## config.mk

```make
export PLATFORM = sky130hd
export DESIGN_NAME = uart_tx_fifo_drain
export DESIGN_NICKNAME = d
export VERILOG_FILES = /design/src/rtl/uart_tx_fifo_drain.sv
export SDC_FILE = /design/constraint.sdc
export NUM_CORES = 1
export LEC_CHECK = 0
export CAP_MARGIN = 20
export CORE_MARGIN = 2
export CORE_UTILIZATION = 45
export CTS_CLUSTER_SIZE = 28
export DETAILED_ROUTE_END_ITERATION = 6
export PLACE_DENSITY = 0.67
export SLEW_MARGIN = 10
export SYNTH_ARGS = -nofsm -noshare
export SYNTH_HDL_FRONTEND = slang
export SYNTH_SLANG_ARGS = --single-unit
```

## constraint.sdc

```tcl
create_clock -name i_clk -period 1.8 [get_ports i_clk]
set_clock_uncertainty 0.05 [all_clocks]
set_input_delay 0.45 -clock i_clk [delete_from_list [all_inputs] [get_ports i_clk]]
set_output_delay 0.45 -clock i_clk [all_outputs]
set_load 0.05 [all_outputs]
```

## src/rtl/uart_tx_fifo_drain.sv

```systemverilog
// UART transmitter on the read side of the TX FIFO: pops one byte at a time and serialises it on o_tx.
// Define UART_TX_PARITY_EN to insert an even-parity bit between the last data bit and the stop bit.
module uart_tx_fifo_drain #(
    parameter int NB_DATA = 8,
    parameter int SB_TICK = 16
) (
    input  logic               i_clk,
    input  logic               i_reset,
    input  logic               i_tick,
    input  logic               i_fifo_empty,
    input  logic [NB_DATA-1:0] i_fifo_data,
    output logic               o_fifo_rd,
    output logic               o_tx,
    output logic               o_tx_busy,
    output logic               o_tx_done
);
    localparam int TC_MAX = (SB_TICK > 16) ? SB_TICK : 16;
    localparam int TC_W   = $clog2(TC_MAX);
    localparam int BC_W   = (NB_DATA > 1) ? $clog2(NB_DATA) : 1;
    localparam logic [TC_W-1:0] TC_BIT_END  = TC_W'(15);
    localparam logic [TC_W-1:0] TC_STOP_END = TC_W'(SB_TICK - 1);
    localparam logic [BC_W-1:0] BC_LAST     = BC_W'(NB_DATA - 1);

`ifdef UART_TX_PARITY_EN
    typedef enum logic [2:0] {IDLE, START, DATA, PARITY, STOP} state_t;
`else
    typedef enum logic [1:0] {IDLE, START, DATA, STOP} state_t;
`endif

    state_t             state, state_n;
    logic [TC_W-1:0]    tc, tc_n;
    logic [BC_W-1:0]    bc, bc_n;
    logic [NB_DATA-1:0] shift, shift_n, shift_nx;
    logic               tx, tx_n;
    logic               done, done_n;
    logic               fifo_rd;
`ifdef UART_TX_PARITY_EN
    logic               par, par_n;
`endif

    assign shift_nx = shift >> 1;

    always_ff @(posedge i_clk) begin
        if (i_reset) begin
            state <= IDLE;
            tc    <= '0;
            bc    <= '0;
            shift <= '0;
            tx    <= 1'b1;
            done  <= 1'b0;
`ifdef UART_TX_PARITY_EN
            par   <= 1'b0;
`endif
        end else begin
            state <= state_n;
            tc    <= tc_n;
            bc    <= bc_n;
            shift <= shift_n;
            tx    <= tx_n;
            done  <= done_n;
`ifdef UART_TX_PARITY_EN
            par   <= par_n;
`endif
        end
    end

    // The line level is computed one cycle ahead so o_tx always comes straight from a flop.
    always_comb begin
        state_n = state;
        tc_n    = tc;
        bc_n    = bc;
        shift_n = shift;
        tx_n    = tx;
        done_n  = 1'b0;
        fifo_rd = 1'b0;
`ifdef UART_TX_PARITY_EN
        par_n   = par;
`endif
        case (state)
            IDLE: begin
                tx_n = 1'b1;
                if (!i_fifo_empty && !i_reset) begin
                    fifo_rd = 1'b1;
                    shift_n = i_fifo_data;
                    tc_n    = '0;
                    tx_n    = 1'b0;
                    state_n = START;
`ifdef UART_TX_PARITY_EN
                    par_n   = ^i_fifo_data;
`endif
                end
            end
            START: begin
                if (i_tick) begin
                    if (tc == TC_BIT_END) begin
                        tc_n    = '0;
                        bc_n    = '0;
                        tx_n    = shift[0];
                        state_n = DATA;
                    end else begin
                        tc_n = tc + 1'b1;
                    end
                end
            end
            DATA: begin
                if (i_tick) begin
                    if (tc == TC_BIT_END) begin
                        tc_n    = '0;
                        shift_n = shift_nx;
                        if (bc == BC_LAST) begin
`ifdef UART_TX_PARITY_EN
                            tx_n    = par;
                            state_n = PARITY;
`else
                            tx_n    = 1'b1;
                            state_n = STOP;
`endif
                        end else begin
                            bc_n = bc + 1'b1;
                            tx_n = shift_nx[0];
                        end
                    end else begin
                        tc_n = tc + 1'b1;
                    end
                end
            end
`ifdef UART_TX_PARITY_EN
            PARITY: begin
                if (i_tick) begin
                    if (tc == TC_BIT_END) begin
                        tc_n    = '0;
                        tx_n    = 1'b1;
                        state_n = STOP;
                    end else begin
                        tc_n = tc + 1'b1;
                    end
                end
            end
`endif
            STOP: begin
                if (i_tick) begin
                    if (tc == TC_STOP_END) begin
                        tc_n    = '0;
                        done_n  = 1'b1;
                        state_n = IDLE;
                    end else begin
                        tc_n = tc + 1'b1;
                    end
                end
            end
            default: begin
                tx_n    = 1'b1;
                state_n = IDLE;
            end
        endcase
    end

    assign o_fifo_rd = fifo_rd;
    assign o_tx      = tx;
    assign o_tx_busy = (state != IDLE);
    assign o_tx_done = done;

endmodule

```

==> results.yml <==
status:
  run_status: "completed"
setup_path:
  timing.critical_path.max_delay_family: "flip-flops"
  worstSetupStartpointType: "register"
  setup.worst_path.class: "register to primary output"
  critical-path-max-stage-delay_ns: 0.37
  worst-endpoint-required_ns: 1.30
  critical_path_buf_inv_count: 2
  critical_path.cell_chain: "inv_4, ha_4, nor3b_4, buf_12"
  crit_path_max_fanout: 4
  crit_path_end_kind: "primary output"
  worst_endpoint_data_arrival_time_ns: 1.27
  cp_slowest_cell: "sky130_fd_sc_hd__dfxtp_4"
logic_synthesis:
  yosys_most_used_dff: "sky130_fd_sc_hd__dfxtp_1"
  post_synth_mux_area_share_pct: 11.48
  synth_edf_count: 0
  synth.top_cell.area_share_pct: 33.55
  syn_area_mm2: 0.001134
  synth-adder-area-share_pct: 12.14
  yosysSeqAreaShare_pct: 33.55
  syn-mean-instance-area_um2: 9.368
  synth-xor-area-share_pct: 0
  synthSimpleGateAreaFrac_pct: 18.21
  yosysWarnings: 0
  netlist-cell-type-count: 37
  compound_gate_fraction_of_synth_area_pct: 19.54
  postSynthCellCount: 121
  postSynthRegisterBits: 19
  yosys.cell_count.top_type: "sky130_fd_sc_hd__dfxtp_1"
  ys_top_cells_by_count: "sky130_fd_sc_hd__dfxtp_1 (19), sky130_fd_sc_hd__mux2i_1 (13), sky130_fd_sc_hd__nor2_1 (13), sky130_fd_sc_hd__ha_1 (11), sky130_fd_sc_hd__nand2_1 (11)"
  post-synth-top-area-cell: "sky130_fd_sc_hd__dfxtp_1"
  synth_net_count: 144
  combinational_family_with_the_most_area_after_synthesis: "compound AO/OA/AOI/OAI gates"
  synth_area_leaders: "sky130_fd_sc_hd__dfxtp_1 (34%), sky130_fd_sc_hd__ha_1 (12%), sky130_fd_sc_hd__mux2i_1 (11%)"
  async_flop_share_pct: 0
finish:
  finish.instance_area_mm2: 0.001555
  post_route_cells_drive_above_1_share_pct: 27.74
  layoutNonFillerInstCount: 185
  synthToLayoutAreaGrowth_pct: 37.20
  num_antenna_cells: 0
  finalNetCount: 179
  n_fill_cell: 190
routing:
  post_drt_via_cell_ratio: 5.508
  route.detailed.wl_per_inst_um: 13.47
  drt-pass1-iter-count: 4
  detailedRoute.firstIterationViolations: 23
  detailroute.via_count: 1019
  drt_wl_total_um: 2492
  post-route-drc-count: 0
  drt.antenna.violating_nets: 0
global_routing:
  grt_first_pass_wirelength_um: 3767
  antenna_found_initial: 0
  grt-ovfl-total: 0
  first_global_vias: 830
  grt_max_degree: 14
  grtUsageTotal_pct: 18.27
placed_design:
  gpl.final_weighted_congestion: 0.8171
  dpl_cell_area_mm2: 0.001489
  placed_instances: 176
  place_hpwl_um: 1871
  place_worst_setup_slack_ns: -0.3199
  port_buffers: 15
sta:
  worst_pin_slew_ns: 0.3045
  timing.final.ws_setup_ns: 0.02636
  fin_crit_sh_pct: 98.54
  grt_setup_unrepaired: "yes"
  finalWorstPathRequiredPeriod_ns: 1.774
  finalHoldViolCount: 0
  timing_max_transition_violations_final: 0
  setup_viol_count_final: 0
  totalNegativeSetupSlack_ns: 0
  timing.max_slew.rel_slack_pct: 79.44
  fmaxAchievable_mhz: 563.8
floorplanning:
  coreArea_mm2: 0.002432
  initial_core_util_pct: 46.60
  total_number_of_placement_rows: 18
  die_span_x_um: 54.19
  floorplan.io_pins: 16
  fp.dieArea_mm2: 0.002937
  chipHeight_um: 54.19
power_and_ir_drop:
  power.density_mw_per_mm2: 1234
  peakVddDrop_mv: 0.7409
  design_power_total_mw: 1.920
  power.leakage_nw: 0.6237
clock_tree:
  tritoncts: "yes"
  clk-insertion-delay-late_ns: 0.29
  clock_edge_transition_at_the_registers_on_the_reported_setup_and_hold_paths_ns: 0.11
  cts_max_level: 1
  cts_num_sinks: 19
  numCtsBuffers: 3
  clock_tree.root_cell: "sky130_fd_sc_hd__clkbuf_4"
  cts.hold.buffers_added: 0
  clock_tree.buffer_depth: 2
job:
  drv.max_cap_violation_count: 0
hold_path:
  hold_path_class: "register to register"
[worst register-to-register path, stage by stage, from the launching register on]
cell and delay, ns:
sky130_fd_sc_hd__dfxtp_4 0.38, sky130_fd_sc_hd__inv_4 0.05, sky130_fd_sc_hd__ha_4 0.15, sky130_fd_sc_hd__buf_4 0.15, sky130_fd_sc_hd__nor2b_1 0.24, sky130_fd_sc_hd__a2bb2oi_4 0.20, sky130_fd_sc_hd__buf_12 0.15, sky130_fd_sc_hd__buf_12 0.12
sky130_fd_sc_hd__nor2_4 0.03, sky130_fd_sc_hd__a211oi_2 0.13
[power by group]
part	leakage, nW	switching, mW	internal [mW]
Clock	0.0150	0.131	0.0862
Sequential	0.156	0.0650	0.509
Combinational	0.452	0.569	0.560
Total	0.624	0.764	1.16
[per-layer routing]
metal / vias up / wire length, um / global-route usage, %
li1: 515 / - / -
met4: 0 / 13 / 6.250
met2: 23 / 1183 / 29.52
met5: - / 0 / 0
met3: 2 / 102 / 3.333
met1: 479 / 1192 / 24.28
[placed cells by master, fill, tap and decap left out, drive strengths merged, types with 2 or more instances in the layout]
cell type      count
buf               23
dfxtp             19
mux2i             13
nor2              13
nand2             11
ha                11
clkdlybuf4s50      9
o21ai              8
a211oi             7
inv                6
a21oi              4
clkbuf             4
nand3              2
nand4b             2
dlygate4sd2        2
nor3b              2
nor3               2
[path summary, 6_finish.rpt]
path,slack (ns),cells after the start,startpoint,endpoint
worst max-delay path,0.03,4,state[0],o_fifo_rd
worst min-delay path,0.42,2,bc[1],bc[1]
worst max register to register,0.09,9,state[0],shift[2]
worst min register to register,0.42,2,bc[1],bc[1]
[kinds of logic after synthesis]
family,after synthesis
adders and majority gates,11
buffers and inverters,11
and+or+nand+nor,40
AOI/OAI and AO/OA,27
muxes,13
DFF,19
[flip-flops by register name (all words and copies together), names as in the netlist]
register   cells
state          2
bc             3
o_tx           1
shift          8
tc             4
o_tx_done      1
[final cells by class]
type | count | area, um^2 | share of cell area, %
Clock buffer | 4 | 26.28 | 1.689
Inverter | 7 | 31.28 | 2.011
Multi-Input combinational cell | 91 | 742.0 | 47.71
Sequential cell | 19 | 387.9 | 24.94
Tap cell | 30 | 37.54 | 2.414
Timing Repair Buffer | 34 | 330.3 | 21.24
[metrics by stage]
step	hold slack (ns)	utilization, %
6_report	0.4228	63.94
5_1_grt	0.4341	63.94
4_1_cts	0.4234	63.43
3_5_place_dp	0.4032	61.21
3_3_place_gp	0.3961	61.21
2_1_floorplan	0.3885	-
[what timing repair did]
item	4_1_cts	5_1_grt
pin swaps	2	1
setup endpoints to repair	3	3
buffers inserted	4	1
gates resized for setup	2	2
No activity file was read; power rests on OpenSTA's default activity.
